`src/rtl/iter_divider.sv`:
```
// -----------------------------------------------------------------------------
// iter_divider
//   Iterative radix-2 restoring divider for MIPS DIV/DIVU in the E stage.
//   One quotient bit is produced per clock, so a divide occupies the E stage
//   for WIDTH+1 stall cycles (entry cycle + WIDTH iterations) before the
//   result is presented in DONE.
//
// Ports
//   clk         in   1        clock, rising edge
//   rst         in   1        asynchronous, active-low reset
//   div_en      in   1        DIV/DIVU instruction valid in E stage
//   div_signed  in   1        1 = DIV (signed), 0 = DIVU
//   src_a       in   WIDTH    dividend (sampled only in the start cycle)
//   src_b       in   WIDTH    divisor  (sampled only in the start cycle)
//   hold        in   1        E stage held by other stall sources
//   cancel      in   1        E-stage flush; aborts any operation
//   div_stall   out  1        pipeline stall request (combinational)
//   div_ready   out  1        div_result valid for the instruction in E
//   div_result  out  2*WIDTH  {remainder, quotient}
//   dbg_state   out  2        current FSM state (IDLE=0, DIV=1, DONE=2)
//
// Handshake: div_en is a level "request" held by the pipeline while the
// instruction sits in E. The divider accepts it in IDLE (div_stall=1 that
// cycle), keeps div_stall high through all iterations, then drops div_stall
// and raises div_ready in DONE. The instruction leaves E on the first DONE
// cycle with hold=0; div_en seen in DONE is never treated as a new request.
// -----------------------------------------------------------------------------
module iter_divider #(
    parameter int WIDTH = 32
) (
    input  logic                 clk,
    input  logic                 rst,
    input  logic                 div_en,
    input  logic                 div_signed,
    input  logic [WIDTH-1:0]     src_a,
    input  logic [WIDTH-1:0]     src_b,
    input  logic                 hold,
    input  logic                 cancel,
    output logic                 div_stall,
    output logic                 div_ready,
    output logic [2*WIDTH-1:0]   div_result,
    output logic [1:0]           dbg_state
);

    localparam int CW = $clog2(WIDTH);
    localparam logic [CW-1:0] LAST_CNT = CW'(WIDTH - 1);

    typedef enum logic [1:0] {
        S_IDLE = 2'd0,
        S_DIV  = 2'd1,
        S_DONE = 2'd2
    } state_t;

    state_t state, state_nxt;

    logic [CW-1:0]    cnt;
    logic [WIDTH-1:0] rem;       // partial remainder
    logic [WIDTH-1:0] quot;      // dividend magnitude shifting out, quotient shifting in
    logic [WIDTH:0]   b_mag;     // divisor magnitude
    logic [WIDTH-1:0] a_raw;     // original dividend, needed for the divide-by-zero result
    logic             sign_q;
    logic             sign_r;
    logic             b_zero;

    logic             start;
    logic             step;
    logic             finish;

    // Start-cycle operand conditioning. The dividend magnitude fits in WIDTH
    // bits even for -2^(WIDTH-1) (0x80000000 read as unsigned); the divisor
    // magnitude is carried in WIDTH+1 bits for the trial compare.
    logic             neg_a;
    logic             neg_b;
    logic [WIDTH-1:0] a_mag;
    logic [WIDTH:0]   b_mag_in;

    always_comb begin
        neg_a    = div_signed & src_a[WIDTH-1];
        neg_b    = div_signed & src_b[WIDTH-1];
        a_mag    = neg_a ? (~src_a + 1'b1) : src_a;
        b_mag_in = neg_b ? -{1'b1, src_b} : {1'b0, src_b};
    end

    // One restoring step: shift rem:quot left, trial-subtract the divisor.
    // When the subtraction succeeds the true difference is below |b| and so
    // fits in WIDTH bits, which is why the modulo-2^WIDTH difference suffices.
    logic [WIDTH:0]   rem_sh;
    logic             ge;
    logic [WIDTH-1:0] diff;
    logic [WIDTH-1:0] rem_nxt;
    logic [WIDTH-1:0] quot_nxt;
    logic [WIDTH-1:0] q_fix;
    logic [WIDTH-1:0] r_fix;
    logic [2*WIDTH-1:0] res_fin;

    always_comb begin
        rem_sh   = {rem, quot[WIDTH-1]};
        ge       = (rem_sh >= b_mag);
        diff     = rem_sh[WIDTH-1:0] - b_mag[WIDTH-1:0];
        rem_nxt  = ge ? diff : rem_sh[WIDTH-1:0];
        quot_nxt = {quot[WIDTH-2:0], ge};
        q_fix    = sign_q ? -quot_nxt : quot_nxt;
        r_fix    = sign_r ? -rem_nxt  : rem_nxt;
        res_fin  = b_zero ? {a_raw, {WIDTH{1'b1}}} : {r_fix, q_fix};
    end

    // FSM next state and handshake outputs.
    always_comb begin
        state_nxt = state;
        div_stall = 1'b0;
        div_ready = 1'b0;
        start     = 1'b0;
        step      = 1'b0;
        finish    = 1'b0;
        case (state)
            S_IDLE: begin
                if (div_en && !cancel) begin
                    start     = 1'b1;
                    div_stall = 1'b1;
                    state_nxt = S_DIV;
                end
            end
            S_DIV: begin
                step      = !cancel;
                div_stall = !cancel;
                if (cnt == LAST_CNT) begin
                    finish    = !cancel;
                    state_nxt = S_DONE;
                end
            end
            S_DONE: begin
                div_ready = !cancel;
                if (!hold) begin
                    state_nxt = S_IDLE;
                end
            end
            default: state_nxt = S_IDLE;
        endcase
        if (cancel) begin
            state_nxt = S_IDLE;
        end
        // The stall/ready outputs are combinational, so force them low while
        // reset is asserted rather than waiting for the registered state.
        if (!rst) begin
            div_stall = 1'b0;
            div_ready = 1'b0;
        end
    end

    always_ff @(posedge clk or negedge rst) begin
        if (!rst) begin
            state <= S_IDLE;
        end else begin
            state <= state_nxt;
        end
    end

    // Datapath registers.
    always_ff @(posedge clk or negedge rst) begin
        if (!rst) begin
            cnt        <= '0;
            rem        <= '0;
            quot       <= '0;
            b_mag      <= '0;
            a_raw      <= '0;
            sign_q     <= 1'b0;
            sign_r     <= 1'b0;
            b_zero     <= 1'b0;
            div_result <= '0;
        end else if (start) begin
            cnt    <= '0;
            rem    <= '0;
            quot   <= a_mag;
            b_mag  <= b_mag_in;
            a_raw  <= src_a;
            sign_q <= neg_a ^ neg_b;
            sign_r <= neg_a;
            b_zero <= (src_b == '0);
        end else if (step) begin
            cnt  <= cnt + CW'(1);
            rem  <= rem_nxt;
            quot <= quot_nxt;
            if (finish) begin
                div_result <= res_fin;
            end
        end
    end

    assign dbg_state = state;

endmodule

```
`config.mk`:
```
export PLATFORM = sky130hd
export DESIGN_NAME = iter_divider
export DESIGN_NICKNAME = d
export VERILOG_FILES = /design/src/rtl/iter_divider.sv
export SDC_FILE = /design/constraint.sdc
export NUM_CORES = 1
export LEC_CHECK = 0
export CAP_MARGIN = 20
export CORE_MARGIN = 5
export CORE_UTILIZATION = 58
export CTS_CLUSTER_SIZE = 8
export DETAILED_ROUTE_END_ITERATION = 12
export PLACE_DENSITY = 0.81
export SYNTH_ARGS = -nofsm -noshare
export SYNTH_HDL_FRONTEND = slang
export SYNTH_SLANG_ARGS = --single-unit
```
`constraint.sdc`:
```
create_clock -name clk -period 6.7 [get_ports clk]
set_input_delay 0.67 -clock clk [delete_from_list [all_inputs] [get_ports clk]]
set_output_delay 0.67 -clock clk [all_outputs]
set_load 0.1 [all_outputs]
```
# Word level (Yosys, flattened, before mapping)
# Cells that the tools add are included.
[word_totals] mem_count=0 ramBits=0 regBits=203 inputBits=70 latch_bits=0 out_inout_bits=68 wordCells=61 romBits=0
[classes] add_sub_neg=6 eq_ne=6 n_reduce_logical=7 mux=26 n_div=0 shifts=0 magnitude_cmp=1 multipliers=0 n_bitwise=5
[ops] operator="$mux 32" count=8
[ops] operator="$mux 64" count=1
[ops] operator="$neg 32->32" count=2
[ops] operator="$ge 33x33->1" count=1
[ops] operator="$mux 33" count=1
[ops] operator="$neg 33->33" count=1
[ops] operator="$add 32x1->32 const B" count=1
[ops] operator="$logic_not 32->1" count=1
[ops] operator="$not 32->32" count=1
[ops] operator="$sub 32x32->32" count=1
[ops] operator="$mux 5" count=2
[ops] operator="$ne 3x3->1 const B" count=3
[ops] operator="$mux 1" count=8
[ops] operator="$mux 2" count=4
[ops] operator="$pmux 2 s3" count=1
[ops] operator="$reduce_and 3->1" count=2
[ops] operator="$add 5x1->5 const B" count=1
[ops] operator="$eq 5x5->1 const B" count=1
[ops] operator="$and 1x1->1" count=2
[ops] operator="$eq 2x1->1 const B" count=1
[ops] operator="$eq 2x2->1 const B" count=1
[ops] operator="$logic_not 2->1" count=1
[ops] operator="$pmux 1 s2" count=1
[ops] operator="$reduce_bool 2->1" count=1
[ops] operator="other kinds (4)" count=4

# Depth between registers and ports, before layout
# Gate-level depths: netlist of run 1.
[logic_depth] depth_word=6 mapped_depth=24 mapped_depth_nobuf=20

# Worst setup path after synthesis of run 1
# No wires, ideal clock.
[synth_path] path_type="register to register" from="register rem[21]" to="register div_result[52]" period_less_slack_ps=5005 setup_time_ps=128 arrival_time_ps=4876 setup_slack_ps=1695 required_ps=6572 path_stages_with_launch=23 cell_sequence="dfrtp_1 -> ha_1 -> buf_2 -> and4_4 -> nand3_2 -> or4_4 -> o21ai_2 -> a21oi_2 -> nand2_4 -> buf_4 -> buf_2 -> buf_2 -> nand2_1 -> o21ai_0 -> ha_1 -> nand2_1 -> a2111oi_0 -> nand3_1 -> o31a_1 -> or4b_1 -> and3_1 -> o21ai_1 -> nand3_1"
[synth_between] elab_chain_len=5
[synth_rtl] element="start, declared" line="57" source="logic [WIDTH-1:0] rem;"
[synth_rtl] element="start signal, assigned" line="181" source="rem <= rem_nxt;"
[synth_rtl] element="$ge 33x33->1 *" line="98" source="ge = (rem_sh >= b_mag);"
[synth_rtl] element="$mux 32 *" line="100" source="rem_nxt = ge ? diff : rem_sh[WIDTH-1:0];"
[synth_rtl] element="$neg 32->32" line="103" source="r_fix = sign_r ? -rem_nxt : rem_nxt;"
[synth_rtl] element="$mux 32 *" line="103"
[synth_rtl] element="$mux 64 *" line="104" source="res_fin = b_zero ? {a_raw, {WIDTH{1'b1}}} : {r_fix, q_fix};"
[synth_rtl] element="end signal, assigned" line="184" source="div_result <= res_fin;"
[synth_rtl] element="end, declared" line="41" source="output logic [2*WIDTH-1:0] div_result,"
# Every way passes the cells marked *; elsewhere a longest branch is shown, timed or not.
# A chain may end at the register's enable or synchronous reset.

# Worst setup path in the final report of run 1
[layout_path] from="register rem[17]" to="register div_result[56]"
[layout_between] elab_chain_len=5 word_cells_on_any_way=6 cone_classes="add/sub: 2; order compare: 1; mux: 3"
[layout_rtl] element="$sub 32x32->32 or $ge 33x33->1 (tied branches)" line="99, 98"
[layout_rtl] element="$mux 32 *" line="100"
[layout_rtl] element="$neg 32->32" line="103"
[layout_rtl] element="$mux 32 *" line="103"
[layout_rtl] element="$mux 64 *" line="104"
# Marks and branches as above.

==> results.yml, run 1 <==
outcome:
  status: "complete, no violations"
critical_path:
  cp-end-kind: "flip-flop"
  rr_worst_depth: 17
  r2r_start: "rem[17]"
  r2r_slack_ps: 1390
  critPathRequiredTime_ps: 7110
  path_max_fanout: 11
  reg2reg_to: "div_result[56]"
  critPathArrivalTime_ps: 5720
  start_kind: "flip-flop"
  criticalPathCategory: "flip-flop to flip-flop"
synth:
  synth-seq-cells: 203
  synth_compound_area_frac: 0.215
  async_flop_share: 1.00
  seq_area_frac_synth: 0.373
  yosys.area_share.simple: 0.206
  synth_cells: 1656
  synth_flop_cell: "dfrtp_1"
  muxShareOfSynthArea: 0.0352
  synth_top_family_by_area: "compound AO/OA/AOI/OAI gates"
  synthDominantCellAreaShare: 0.373
  synth_cell_types: 91
  synthXorXnorAreaFrac: 0.0862
  avgSynthCellArea_um2: 8.22
  synth_warnings: 0
  synthAdderAreaFrac: 0.0373
  netlist_area_um2: 13600
  synth_enable_flop_cells: 0
  ys_top_cells_by_area: "dfrtp_1, nand2_1, o21ai_0, xnor2_1, a21oi_1"
  synth_nets: 1766
  synth_top_area_cell: "dfrtp_1"
clocking:
  cts_buffer_depth: 3
  ctsResizeCount: 0
  cts_sinks: 203
  cts_hold_buffers: 0
  tritoncts: "done"
  numCtsBuffers: 29
  htree_levels: 1
  clkLatencyLatePin_ps: 550
  clockRootBuffer: "clkbuf_16"
  postCtsSetupBuffers: 0
  clk_pin_slew_ps: 50
placed_design:
  port_buffers: 137
  place_congestion: 1.01
  hpwl_um: 31300
  pre_cts_ws_ps: 1610
power:
  p_int_uw: 3340
  p_leak_uw: 0.00683
  clkPwrFrac: 0.208
  p_switching_uw: 2880
  power_density_nw_per_um2: 392
  switching_share: 0.463
  vdd_ir_drop_max_mv: 0.226
  power_frac_comb: 0.531
  p_seq_frac: 0.262
timing:
  clock_skew_ps: 16.5
  report.final.hold_viol_count: 0
  setup_ws_ps: 1390
  worstMarginPinSlew_ps: 1030
  maxSlewHeadroom: 0.309
  period_needed_ps: 5310
  finalSetupTns_ps: 0
  fmax_mhz: 188
  setup-violations-final: 0
  timing.final.crit_share: 0.793
  drv_slew: 0
  rsz0062_at_grt: "false"
final_layout:
  layout-drive-gt1-share: 0.0516
  fin_nets: 1854
  layout_common_cells: "nand2_1, dfrtp_1, o21ai_0"
  final_common_cell: "nand2_1"
  area_delta_synth_final_pct: 16.6
  multi_input_area_um2: 7910
  ff_latch_area_um2: 5080
  n_fill_cell: 1959
floorplanning:
  die_h_um: 163
  fp-row-count: 56
  ioPinCount: 138
  start_util: 0.585
  coreArea_um2: 23300
  die_area_um2: 26600
  die_w_um: 163
detailed_routing:
  firstDrtPassIters: 7
  vias_per_cell: 6.26
  drc_errors: 0
  ant_nets: 0
  routed_wl_um: 42700
  first_iter_violations: 1234
  wl_per_cell_um: 20.7
  num_vias: 12900
global_route:
  first_global_vias: 12100
  grt_overflow_total: 0
  antenna_found_initial: 2
  grt_max_degree: 88
  grt_first_pass_wirelength_um: 66900
  grt_usage: 0.313
worst_hold_path:
  hold_class: "input port to asynchronous set/reset pin"
job:
  drv_cap: 0
power groups by stage:
stage,Combinational [µW],Sequential (µW),Clock [µW]
6_report,3300,1620,1290
5_1_grt,3550,1650,1360
4_1_cts,3220,1620,1300
2_1_floorplan,2370,1560,0
3_5_place_dp,3200,1630,0
3_3_place_gp,3170,1620,0
metrics by stage:
step	utilization	std cells	hold slack [ps]	instance area, µm²	total power, µW
6_report	0.682	2065	170	15900	6210
5_1_grt	0.682	2064	230	15900	6560
4_1_cts	0.682	2064	204	15900	6140
3_5_place_dp	0.650	2032	460	15100	4830
3_3_place_gp	0.650	2032	458	15100	4790
2_1_floorplan	-	1656	374	13600	3920
critical path, stage by stage, from the launching register on:
cell,delay (ps)
dfrtp_1,400
ha_1,420
a21oi_1,340
o21bai_1,110
a21oi_1,180
o31ai_1,120
a21oi_2,570
nand2_4,170
o21ai_0,420
ha_1,300
nand2_1,60
a2111oi_0,500
nand3_1,260
a211o_1,300
a2bb2o_2,300
o41ai_1,450
xnor2_1,180
a21oi_1,90
per-layer routing:
layer	GRT usage	vias to the layer above	wire, µm
li1	-	6017	-
met1	0.458	6265	19000
met2	0.478	561	19000
met3	0.0590	90	3430
met4	0.0907	2	1250
met5	0	-	7
how the worst max path moves through the flow:
| stage | slack [ps] | startpoint | cells after the start | endpoint |
|---|---|---|---|---|
| after floorplan | 1700 | rem[21] | 22 | div_result[52] |
| after global placement | 1780 | rem[17] | 18 | div_result[52] |
| after detailed placement | 1610 | rem[17] | 17 | div_result[52] |
| after CTS | 1570 | rem[17] | 18 | div_result[54] |
| after global routing | 930 | rem[17] | 17 | div_result[60] |
| final | 1390 | rem[17] | 17 | div_result[56] |
cell usage after synthesis (8+ instances only):
cell type	instances
nand2_1	291
dfrtp_1	203
o21ai_0	151
nor2_1	138
a21oi_1	123
clkbuf_1	74
xnor2_1	71
xor2_1	63
inv_1	62
mux2i_1	40
ha_1	39
nor3_1	37
a31oi_1	32
nand3_1	22
nand4_1	19
o31ai_1	19
nor4_1	16
or3_1	15
a21o_1	14
o41ai_1	14
a211oi_1	13
and2_1	13
and3_1	12
or4_1	12
buf_2	9
a22o_1	8
nand2b_1	8
state kept, by name (all words and copies together) (netlist names):
register,cells
div_result,64
sign_q,1
sign_r,1
a_raw,32
dbg_state,2
b_zero,1
b_mag,33
rem,32
quot,32
cnt,5
kinds of logic after synthesis:
kind of cell             after synthesis
AND/OR/NAND/NOR                      616
AO/OA/AOI/OAI                        458
flip-flops                           203
buffers and inverters                158
XOR/XNOR                             134
multiplexers                          47
adder cells (fa/ha/maj)               40
layout make-up:
cell class              instances  area share
diodes                          1    0.000158
clock inverters                 2     0.00173
repair buffers                152      0.0937
inverters                      63      0.0149
flip-flops and latches        203       0.320
well taps                     319      0.0252
multi-input cells            1295       0.498
clock buffers                  30      0.0460
(Power assumes the default switching activity.)
==> run 2: changes to the inputs <==
--- a/config.mk
+++ b/config.mk
@@ -7,10 +7,10 @@
 export LEC_CHECK = 0
 export CAP_MARGIN = 20
 export CORE_MARGIN = 5
-export CORE_UTILIZATION = 58
+export CORE_UTILIZATION = 53
 export CTS_CLUSTER_SIZE = 8
 export DETAILED_ROUTE_END_ITERATION = 12
-export PLACE_DENSITY = 0.81
+export PLACE_DENSITY = 0.78
 export SYNTH_ARGS = -nofsm -noshare
 export SYNTH_HDL_FRONTEND = slang
 export SYNTH_SLANG_ARGS = --single-unit
==> constraint.sdc (replaced) <==
create_clock -name clk -period 4.61 [get_ports clk]
set_input_delay 0.461 -clock clk [delete_from_list [all_inputs] [get_ports clk]]
set_output_delay 0.461 -clock clk [all_outputs]
set_load 0.1 [all_outputs]
==> run 2 against run 1 <==
Highest routed layer is now met4. First-iteration DRC count is 17% higher. Critical path type unchanged. Critical path depth is 2 higher. Sequential power is 46% higher. Clock-buffer cell count is 1 higher. Core utilization is 3.1 points lower. Global-route usage is 1.8 points lower. Fmax is 19% higher.
==> results.yml, run 2 (synthesis gave the netlist of run 1 again) <==
clocking:
  clockRootBuffer: "clkbuf_16"
  htree_levels: 1
  numCtsBuffers: 29
  cts_buffer_depth: 3
  clk_pin_slew_ps: 50
  cts_sinks: 203
  tritoncts: "done"
  clkLatencyLatePin_ps: 570
critical_path:
  critPathRequiredTime_ps: 5090
  path_max_fanout: 7
  start_kind: "flip-flop"
  r2r_start: "rem[11]"
  cp-end-kind: "flip-flop"
  criticalPathCategory: "flip-flop to flip-flop"
  crit_start: "rem[11]"
  critPathArrivalTime_ps: 4950
detailed_routing:
  routed_wl_um: 44200
  vias_per_cell: 6.16
  drc_errors: 0
  firstDrtPassIters: 5
  num_vias: 13100
  first_iter_violations: 1439
  wl_per_cell_um: 20.7
  ant_nets: 0
power:
  clkPwrFrac: 0.199
  p_leak_uw: 0.00711
  switching_share: 0.456
  power_density_nw_per_um2: 581
  p_switching_uw: 4360
  power_frac_comb: 0.552
  vdd_ir_drop_max_mv: 0.357
  p_int_uw: 5200
  p_seq_frac: 0.248
placed_design:
  port_buffers: 137
  hpwl_um: 32900
  place_congestion: 0.943
  placed_cell_area_um2: 15500
  numPlacedInstances: 2086
global_route:
  grt_max_degree: 86
  grt_first_pass_wirelength_um: 68600
  first_global_vias: 12400
  grt_overflow_total: 0
  antenna_found_initial: 0
  grt_usage: 0.296
final_layout:
  area_delta_synth_final_pct: 20.8
  fin_nets: 1908
  fin_area_um2: 16400
  layout-drive-gt1-share: 0.0894
  diodes: 0
  largest_reg_flops: 64
  top_register: "div_result"
  final_common_cell: "nand2_1"
  n_fill_cell: 2184
  top_regs: "div_result (64), b_mag (33)"
  stdcell_count: 2130
  final_core_util: 0.651
  layout_common_cells: "nand2_1, dfrtp_1, o21ai_0"
timing:
  period_needed_ps: 4470
  setup-violations-final: 0
  maxSlewHeadroom: 0.308
  hold_ws_ps: 440
  fmax_mhz: 224
  clock_skew_ps: 14.0
  finalSetupTns_ps: 0
  worstMarginPinSlew_ps: 1040
  timing.final.crit_share: 0.969
  drv_slew: 0
  rsz0062_at_grt: "false"
  report.final.hold_viol_count: 0
floorplanning:
  die_h_um: 170
  die_area_um2: 29000
  ioPinCount: 138
  die_w_um: 170
  fp-row-count: 58
  start_util: 0.539
  coreArea_um2: 25300
job:
  drv_cap: 0
worst_hold_path:
  hold_class: "input port to asynchronous set/reset pin"
outcome:
  status: "complete, no violations"
==> run 2: cell types whose count changed in the layout (fill, tap and decap cells not counted), moves of 2 or more <==
cell / before / now
buf_4: 15 / 67
a21oi_1: 123 / 121
ha_1: 39 / 36
ha_4: 0 / 2
a21oi_2: 1 / 3
o21ai_0: 151 / 148
==> run 2: layout make-up <==
class / count / area (µm²) / area share
multi-input combinational: 1295 / 8020 / 0.488
sequential: 203 / 5080 / 0.309
timing repair buffer: 206 / 1920 / 0.117
clock buffer: 31 / 743 / 0.0452
tap: 330 / 413 / 0.0251
inverter: 63 / 236 / 0.0144
clock inverter: 2 / 25.0 / 0.00152
==> run 2: final timing paths <==
check / slack, ps / end / cells after the start
min in group clk: 470 / div_result[38] / 2
worst max register to register: 140 / div_result[62] / 19
worst min register to register: 470 / div_result[38] / 2
max in group asynchronous: 2250 / rem[0] / 5
worst max-delay path: 140 / div_result[62] / 19
worst min-delay path: 440 / b_mag[9] / 2
==> run 2: repair_timing <==
action / CTS / global route
hold endpoints to repair: 56 / 0
gates resized for setup: 1 / 18
hold buffers: 1 / 0
pin swaps: 0 / 16
setup endpoints to repair: 1 / 12
cloned: 0 / 0
buffers inserted: 0 / 9
==> run 2: stage by stage <==
step           worst slack (ps)  total power (µW)
2_1_floorplan              12.2              5770
3_3_place_gp                160              7300
3_5_place_dp               36.7              7350
4_1_cts                    29.4              9290
5_1_grt                    9.07             10100
6_report                    144              9560
==> run 2: power groups by stage <==
stage | Clock (µW) | Combinational, µW | Sequential, µW
finish | 1910 | 5280 | 2370
floorplan | 0 | 3510 | 2260
global placement | 0 | 4940 | 2360
CTS | 1930 | 5010 | 2350
global route | 2000 | 5700 | 2400
detailed placement | 0 | 4970 | 2380
==> run 2: metal layers <==
layer  wire length (µm)  GRT usage  up-vias
li1                   -          -     6125
met1              19800      0.436     6301
met2              19600      0.448      594
met4               1280     0.0882        0
met3               3530     0.0497      100
met5                  0          0        -
==> run 2: worst max-delay path: stages (launching register included) <==
cell       delay [ps]
dfrtp_1           450
ha_1              430
nand4_1           190
or4_4             570
o21ai_4           150
a21oi_2            70
nand2_4           110
buf_6             130
nand2_1            70
o21ai_2            70
ha_2              210
nand2_1            80
a2111oi_4         260
nand3_2           140
o31a_1            300
buf_4             150
nor4_4            350
nand4_1           160
mux2_4            330
a21oi_1           150
==> run 3: changes to the inputs <==
--- a/config.mk
+++ b/config.mk
@@ -10,7 +10,8 @@
 export CORE_UTILIZATION = 53
 export CTS_CLUSTER_SIZE = 8
 export DETAILED_ROUTE_END_ITERATION = 12
-export PLACE_DENSITY = 0.78
+export PLACE_DENSITY = 0.81
+export RECOVER_POWER = 100
 export SYNTH_ARGS = -nofsm -noshare
 export SYNTH_HDL_FRONTEND = slang
 export SYNTH_SLANG_ARGS = --single-unit
==> run 3 against run 2 <==
The flow now finishes with violations (capacitance limit, slew limit). Combinational power is 0.8% lower. Die area stayed put. Non-clock buffer count is 7 lower. Sequential share of layout area is 0.24 points higher. Highest routed layer unchanged.
==> results.yml, run 3 (synthesis gave the netlist of run 1 again) <==
outcome:
  status: "finished, violations left"
  violations: "capacitance limit, slew limit"
global_route:
  busiest_layer: "met2"
  grt_usage: 0.297
  grt_overflow_total: 0
  first_global_vias: 12600
  grt_max_degree: 163
  use_met2: 0.455
  use_met1: 0.428
  antenna_found_initial: 0
  met3_usage: 0.0618
  grt_first_pass_wirelength_um: 68900
final_layout:
  fin_nets: 1901
  diodes: 0
  layout-drive-gt1-share: 0.0808
  largest_reg_flops: 64
  stdcell_count: 2125
  top_regs: "div_result (64), b_mag (33)"
  top_register: "div_result"
  final_common_cell: "nand2_1"
  area_delta_synth_final_pct: 19.8
  layout_common_cells: "nand2_1, dfrtp_1, o21ai_0"
  fin_area_um2: 16300
clocking:
  htree_levels: 1
  clkLatencyLatePin_ps: 570
  clockRootBuffer: "clkbuf_16"
  numCtsBuffers: 29
  cts_buffer_depth: 3
  clk_pin_slew_ps: 50
  cts_sinks: 203
  tritoncts: "done"
critical_path:
  critPathRequiredTime_ps: 5050
  path_max_fanout: 10
  critPathArrivalTime_ps: 4900
  r2r_start: "rem[23]"
  start_kind: "flip-flop"
  crit_start: "rem[23]"
  cp-end-kind: "flip-flop"
  criticalPathCategory: "flip-flop to flip-flop"
power:
  p_leak_uw: 0.00729
  power_density_nw_per_um2: 585
  vdd_ir_drop_max_mv: 0.328
detailed_routing:
  routed_wl_um: 43700
  num_vias: 13200
  drc_errors: 0
  firstDrtPassIters: 6
  first_iter_violations: 1465
  vias_per_cell: 6.21
  wl_per_cell_um: 20.6
  ant_nets: 0
placed_design:
  pre_cts_ws_ps: 32.2
  port_buffers: 137
  hpwl_um: 32700
  place_congestion: 0.973
  numPlacedInstances: 2087
  placed_cell_area_um2: 15500
timing:
  maxSlewHeadroom: -0.810
  fmax_mhz: 224
  hold_ws_ps: 391
  timing.final.crit_share: 0.968
  setup-violations-final: 0
  period_needed_ps: 4460
  clock_skew_ps: 24.4
  setup_ws_ps: 148
  report.final.hold_viol_count: 0
  drv_slew: 359
  worstMarginPinSlew_ps: 2710
floorplanning:
  die_area_um2: 29000
  fp-row-count: 58
  die_h_um: 170
  die_w_um: 170
  ioPinCount: 138
  coreArea_um2: 25300
  start_util: 0.539
job:
  drv_cap: 3
worst_hold_path:
  hold_class: "input port to asynchronous set/reset pin"
==> run 3: repair_timing <==
| item | CTS | global route |
|---|---|---|
| buffers inserted | 0 | 2 |
| hold buffers | 1 | 0 |
| gates resized for setup | 0 | 11 |
| pin swaps | 1 | 6 |
| hold endpoints to repair | 41 | 0 |
| endpoints found under the setup margin | 1 | 16 |
| gates cloned | 0 | 0 |
==> run 3: metal layers <==
| layer | up-vias | part of all wire |
|---|---|---|
| li1 | 6117 | - |
| met1 | 6367 | 0.44 |
| met2 | 603 | 0.45 |
| met3 | 100 | 0.083 |
| met4 | 0 | 0.029 |
| met5 | - | 0 |
==> run 3: cell type report <==
type / count / area (µm²)
fill: 2189 / 8950
multi-input combinational: 1295 / 7970
sequential: 203 / 5080
timing repair buffer: 199 / 1830
clock buffer: 34 / 754
tap: 330 / 413
inverter: 63 / 236
clock inverter: 1 / 20.0
==> run 3: path summary, 6_finish.rpt <==
| path | depth (start not counted) | endpoint | slack (ps) |
|---|---|---|---|
| max | 19 | div_result[52] | 150 |
| min | 2 | b_mag[30] | 390 |
| max reg2reg | 19 | div_result[52] | 150 |
| min reg2reg | 2 | div_result[46] | 470 |
| max in group asynchronous | 3 | div_result[63] | 1570 |
| min in group clk | 3 | dbg_state[1] | 470 |
==> run 3: report_power, final <==
| group | total (µW) | switching [µW] | internal (µW) | leakage, µW |
|---|---|---|---|---|
| clock | 1920 | 793 | 1130 | 0.000379 |
| combinational | 5240 | 3250 | 1990 | 0.00426 |
| sequential | 2370 | 322 | 2040 | 0.00265 |
==> run 3: stage by stage <==
| step | setup TNS (ps) | util | power [µW] |
|---|---|---|---|
| 2_1_floorplan | 0 | - | 5770 |
| 3_3_place_gp | 0 | 0.613 | 7320 |
| 3_5_place_dp | 0 | 0.613 | 7390 |
| 4_1_cts | 0 | 0.644 | 9340 |
| 5_1_grt | -3.82 | 0.646 | 10100 |
| 6_report | 0 | 0.646 | 9530 |
==> run 3: worst max-delay path, cell delays in order, from the launching register on <==
cell	delay, ps
dfrtp_1	420
ha_1	320
and4_4	260
nand3_2	100
or4_4	560
o21ai_2	170
a21oi_2	70
nand2_4	110
buf_6	150
nand2_1	70
o21ai_2	80
ha_2	200
nand2_1	80
a2111oi_4	250
nand3_2	150
o31a_1	400
or4b_1	540
and3_1	200
o21ai_1	130
nand3_1	80
==> RTL change 1 (settings of run 1) <==
Change the parameter `WIDTH` from 32 to 16.
--- a/src/rtl/iter_divider.sv
+++ b/src/rtl/iter_divider.sv
@@ -26,7 +26,7 @@
 // cycle with hold=0; div_en seen in DONE is never treated as a new request.
 // -----------------------------------------------------------------------------
 module iter_divider #(
-    parameter int WIDTH = 32
+    parameter int WIDTH = 16
 ) (
     input  logic                 clk,
     input  logic                 rst,
Interface: changed (resized div_result, src_a and src_b); port bits go from 138 to 74. No check against the original RTL was run, so the function may have changed too.
==> RTL change 1 against run 1 <==
  * Worst setup slack better by 210 ps
  * Highest routed layer is now met4
  * Sequential cell count is 97 lower
  * Critical endpoint is now div_result[30]$_DFFE_PN0P_
  * Wire length is 55% lower
  * First-iteration DRC count is 51% lower
  * Count of clock-buffer cells in the layout is 21 lower
  * Total power is 46% lower
  * Design area is 51% lower
  * Largest cell class unchanged
  * Area after synthesis is 51% lower
  * Global-route usage is 3.3 points lower
  * Combinational power is 41% lower
==> RTL change 1: results (changes against run 1) <==
TritonRoute pass-1 iters -> 8 (+1)
Dpl hpwl -> 13900 um (-56%)
Initial antenna violation count -> 0 (-2)
All-Layer GR Usage -> 28.0% (-3.3 points)
Seq/Total Area, Yosys -> 39.6% (+2.3 points)
Compound-Gate Fraction of Synth Area -> 18.7% (-2.8 points)
Vias in the first global route -> 6149 (-49%)
Synth Net Count -> 869 (-51%)
Worst reg2reg startpoint -> rem[8]$_DFFE_PN0N_
CP max FO -> 29 (+18)
Largest registers -> div_result x32, b_mag x17
Adder-cell share of the synthesized area -> 4.41% (+0.68 points)
Final net count -> 920 (-50%)
Worst skew pair latency -> 360 ps (-190 ps)
Worst Setup SP -> rem[8]$_DFFE_PN0N_
HP Class -> in -> async
Gate power share -> 58.0% (+4.9 points)
# placed instances -> 990 (-51%)
Initial detailed-routing violation count -> 599 (-51%)
CTS max path bufs -> 2 (-1)
Non-Filler Instances -> 1007 (-51%)
Die Footprint -> 13800 sq um (-48%)
# H-tree levels -> 3 (+2)
Non-clock inverter count in the final layout -> 32 (-49%)
Dpl cell area -> 7520 sq um (-50%)
Avg Synthesized Cell Area -> 8.29 sq um (+0.87%)
IR drop worst, VDD -> 418 uV (+85%)
Fill cells -> 929 (-53%)
Multi-input combinational area share -> 48.2% (-1.6 points)
Routability congestion estimate -> 0.967 (-4.5%)
Clock-pin slew on the worst setup and hold paths -> 80 ps (+30 ps)
Hold_ws -> 308 ps (+138 ps)
Status -> complete, no violations
Yosys warnings -> 0 (unchanged)
Skew final -> 7.80 ps (-8.69 ps)
Multi-In Gates -> 626 (-52%)
First-pass GRT wire length -> 31600 um (-53%)
DR vias/cell -> 6.12 (-2.2%)
Synth cell types -> 62 (-32%)
Diode count -> 0 (-1)
Buffering overhead -> 10.4% (+1.1 points)
Post-synthesis mux area share -> 3.19% (-0.33 points)
Final WS setup -> 1600 ps (+212 ps)
Final core utilization -> 68.7% (+0.46 points)
Yosys reg bits -> 106 (-48%)
WL/cell -> 18.9 um (-8.5%)
Synth area leaders -> dfrtp_1, nand2_1, o21ai_0, xor2_1, nor2_1
## RTL change 1: changes by cell type after synthesis, moves of 40 or more
| cell | before | now |
|---|---|---|
| nand2_1 | 291 | 132 |
| clkbuf_1 | 74 | 34 |
| a21oi_1 | 123 | 48 |
| nor2_1 | 138 | 78 |
| dfrtp_1 | 203 | 106 |
| xnor2_1 | 71 | 29 |
| o21ai_0 | 151 | 71 |
## RTL change 1: critical path, stage by stage, from the launching register on
cell	delay [ps]
dfrtp_1	420
ha_1	470
and4_1	280
nand3_1	110
or3_1	440
a41oi_2	140
buf_4	210
or2_2	570
inv_2	250
mux2i_1	320
ha_1	240
inv_1	90
nor2_1	100
nor4b_1	480
a41oi_1	230
o31ai_1	310
mux2i_1	230
nand3_1	90
## RTL change 1: metal layers
layer	share of wire, %	global-route usage [%]	vias to the layer above
met5	0	0	-
met4	1.8	8.03	0
met3	7.7	6.54	34
met2	46	43.2	253
met1	45	39.7	2965
li1	-	-	2915
==> RTL change 2 (flow settings as in run 1) <==
Made on the original files. Put one more register stage on the output `dbg_state`, without a reset. The value now appears one clock later. The other outputs are not delayed to match.
--- a/src/rtl/iter_divider.sv
+++ b/src/rtl/iter_divider.sv
@@ -186,7 +186,9 @@
         end
     end
 
-    assign dbg_state = state;
+    always_ff @(posedge clk) begin
+        dbg_state <= state;
+    end
 
 endmodule
 
Check against the original RTL: not equivalent (Yosys sat finds a counterexample within 4 cycles, from zero or initial values and one cycle with rst low).
==> RTL change 2 against run 1 <==
  * Worst setup slack better by 98 ps
  * Area after synthesis is 1.2% lower
  * Wire length is 5.4% lower
  * Maximum frequency grew 1.9%
  * Total power is 7.0% higher
  * Via count down 1.4%
  * Combinational power increased by 12%
  * Sequential cell count grew 2
  * Design area fell by 1.3%
  * Critical path type unchanged
  * Critical endpoint is now div_result[63]$_DFFE_PN0P_
  * Largest power group unchanged
  * Highest routed layer is now met4
==> RTL change 2: results (changes against run 1) <==
Leak -> 6.83 nW (about the same)
Synth area leaders -> dfrtp_1, nand2_1, o21ai_0, a21oi_1, xor2_1
WL/cell -> 19.7 um (-4.8%)
Vias in the first global route -> 12074 (+0.025%)
CP max FO -> 5 (-6)
Fmax -> 0.192 GHz (+1.9%)
Initial detailed-routing violation count -> 1390 (+13%)
Initial antenna violation count -> 0 (-2)
Setup CP Type -> reg -> reg
Final net count -> 1869 (+0.81%)
Worst reg2reg startpoint -> quot[31]$_DFFE_PN0N_
Pre-CTS setup slack -> 1690 ps (+79.3 ps)
Hold_ws -> 125 ps (-45.5 ps)
Sw frac -> 46.5% (+0.19 points)
Slew Limit Fails -> 0 (unchanged)
All-Layer GR Usage -> 30.1% (-1.2 points)
Non-Filler Instances -> 2053 (-0.58%)
Dpl hpwl -> 29800 um (-4.8%)
Fill cells -> 1875 (-4.3%)
Switching power -> 3.09 mW (+7.5%)
Reg2reg end -> div_result[63]$_DFFE_PN0P_
Share of cells above drive strength 1 -> 3.90% (-1.3 points)
Diode count -> 0 (-1)
Seq/Total Area, Yosys -> 38.1% (+0.75 points)
Dpl cell area -> 14900 sq um (-1.5%)
Synth top cells by count -> nand2_1, dfrtp_1, o21ai_0, nor2_1, a21oi_1
Critical path's largest stage delay -> 640 ps (+70 ps)
Area of the multi-input gates -> 7740 sq um (-2.1%)
Synth cell types -> 77 (-15%)
FF-to-FF path depth -> 15 (-2)
Async SR Flop Fraction -> 99.0% (-0.98 points)
Synth Net Count -> 1783 (+0.96%)
Cells after Synth -> 1673 (+1.0%)
IR drop worst, VDD -> 348 uV (+54%)
# placed instances -> 2013 (-0.94%)
Rel. slew slack -> 28.4% (-2.5 points)
Critical path's slowest cell -> or4b_4
Status -> complete, no violations
Skew final -> 10.1 ps (-6.41 ps)
Pin count of the biggest net entering global routing -> 89 (+1.1%)
FF-to-FF setup slack -> 1490 ps (+100 ps)
DR vias/cell -> 6.21 (-0.82%)
[RTL change 2: final cells by class]
| type | count | share of cell area [%] |
|---|---|---|
| Clock buffer | 39 | 4.87 |
| Clock inverter | 1 | 0.0320 |
| Sequential cell | 205 | 32.7 |
| Inverter | 55 | 1.32 |
| Tap cell | 285 | 2.28 |
| Multi-Input combinational cell | 1319 | 49.4 |
| Timing Repair Buffer | 149 | 9.36 |
[RTL change 2: logic make-up after synthesis]
group,after synthesis,synth area share (%)
AOI/OAI and AO/OA,465,21.1
and+or+nand+nor,647,21.5
xor gates and xnor gates,139,9.05
muxes,28,2.10
buffers and inverters,149,4.46
adders and majority gates,40,3.78
DFF,205,38.1
[RTL change 2: metal layers]
metal	GRT usage (%)	share of wire, %	vias up	wire length [um]
met5	0	0	-	0
li1	-	-	6032	-
met3	3.30	6.5	67	2650
met2	48.3	46	489	18600
met1	44.0	45	6166	18200
met4	7.23	2.3	0	934
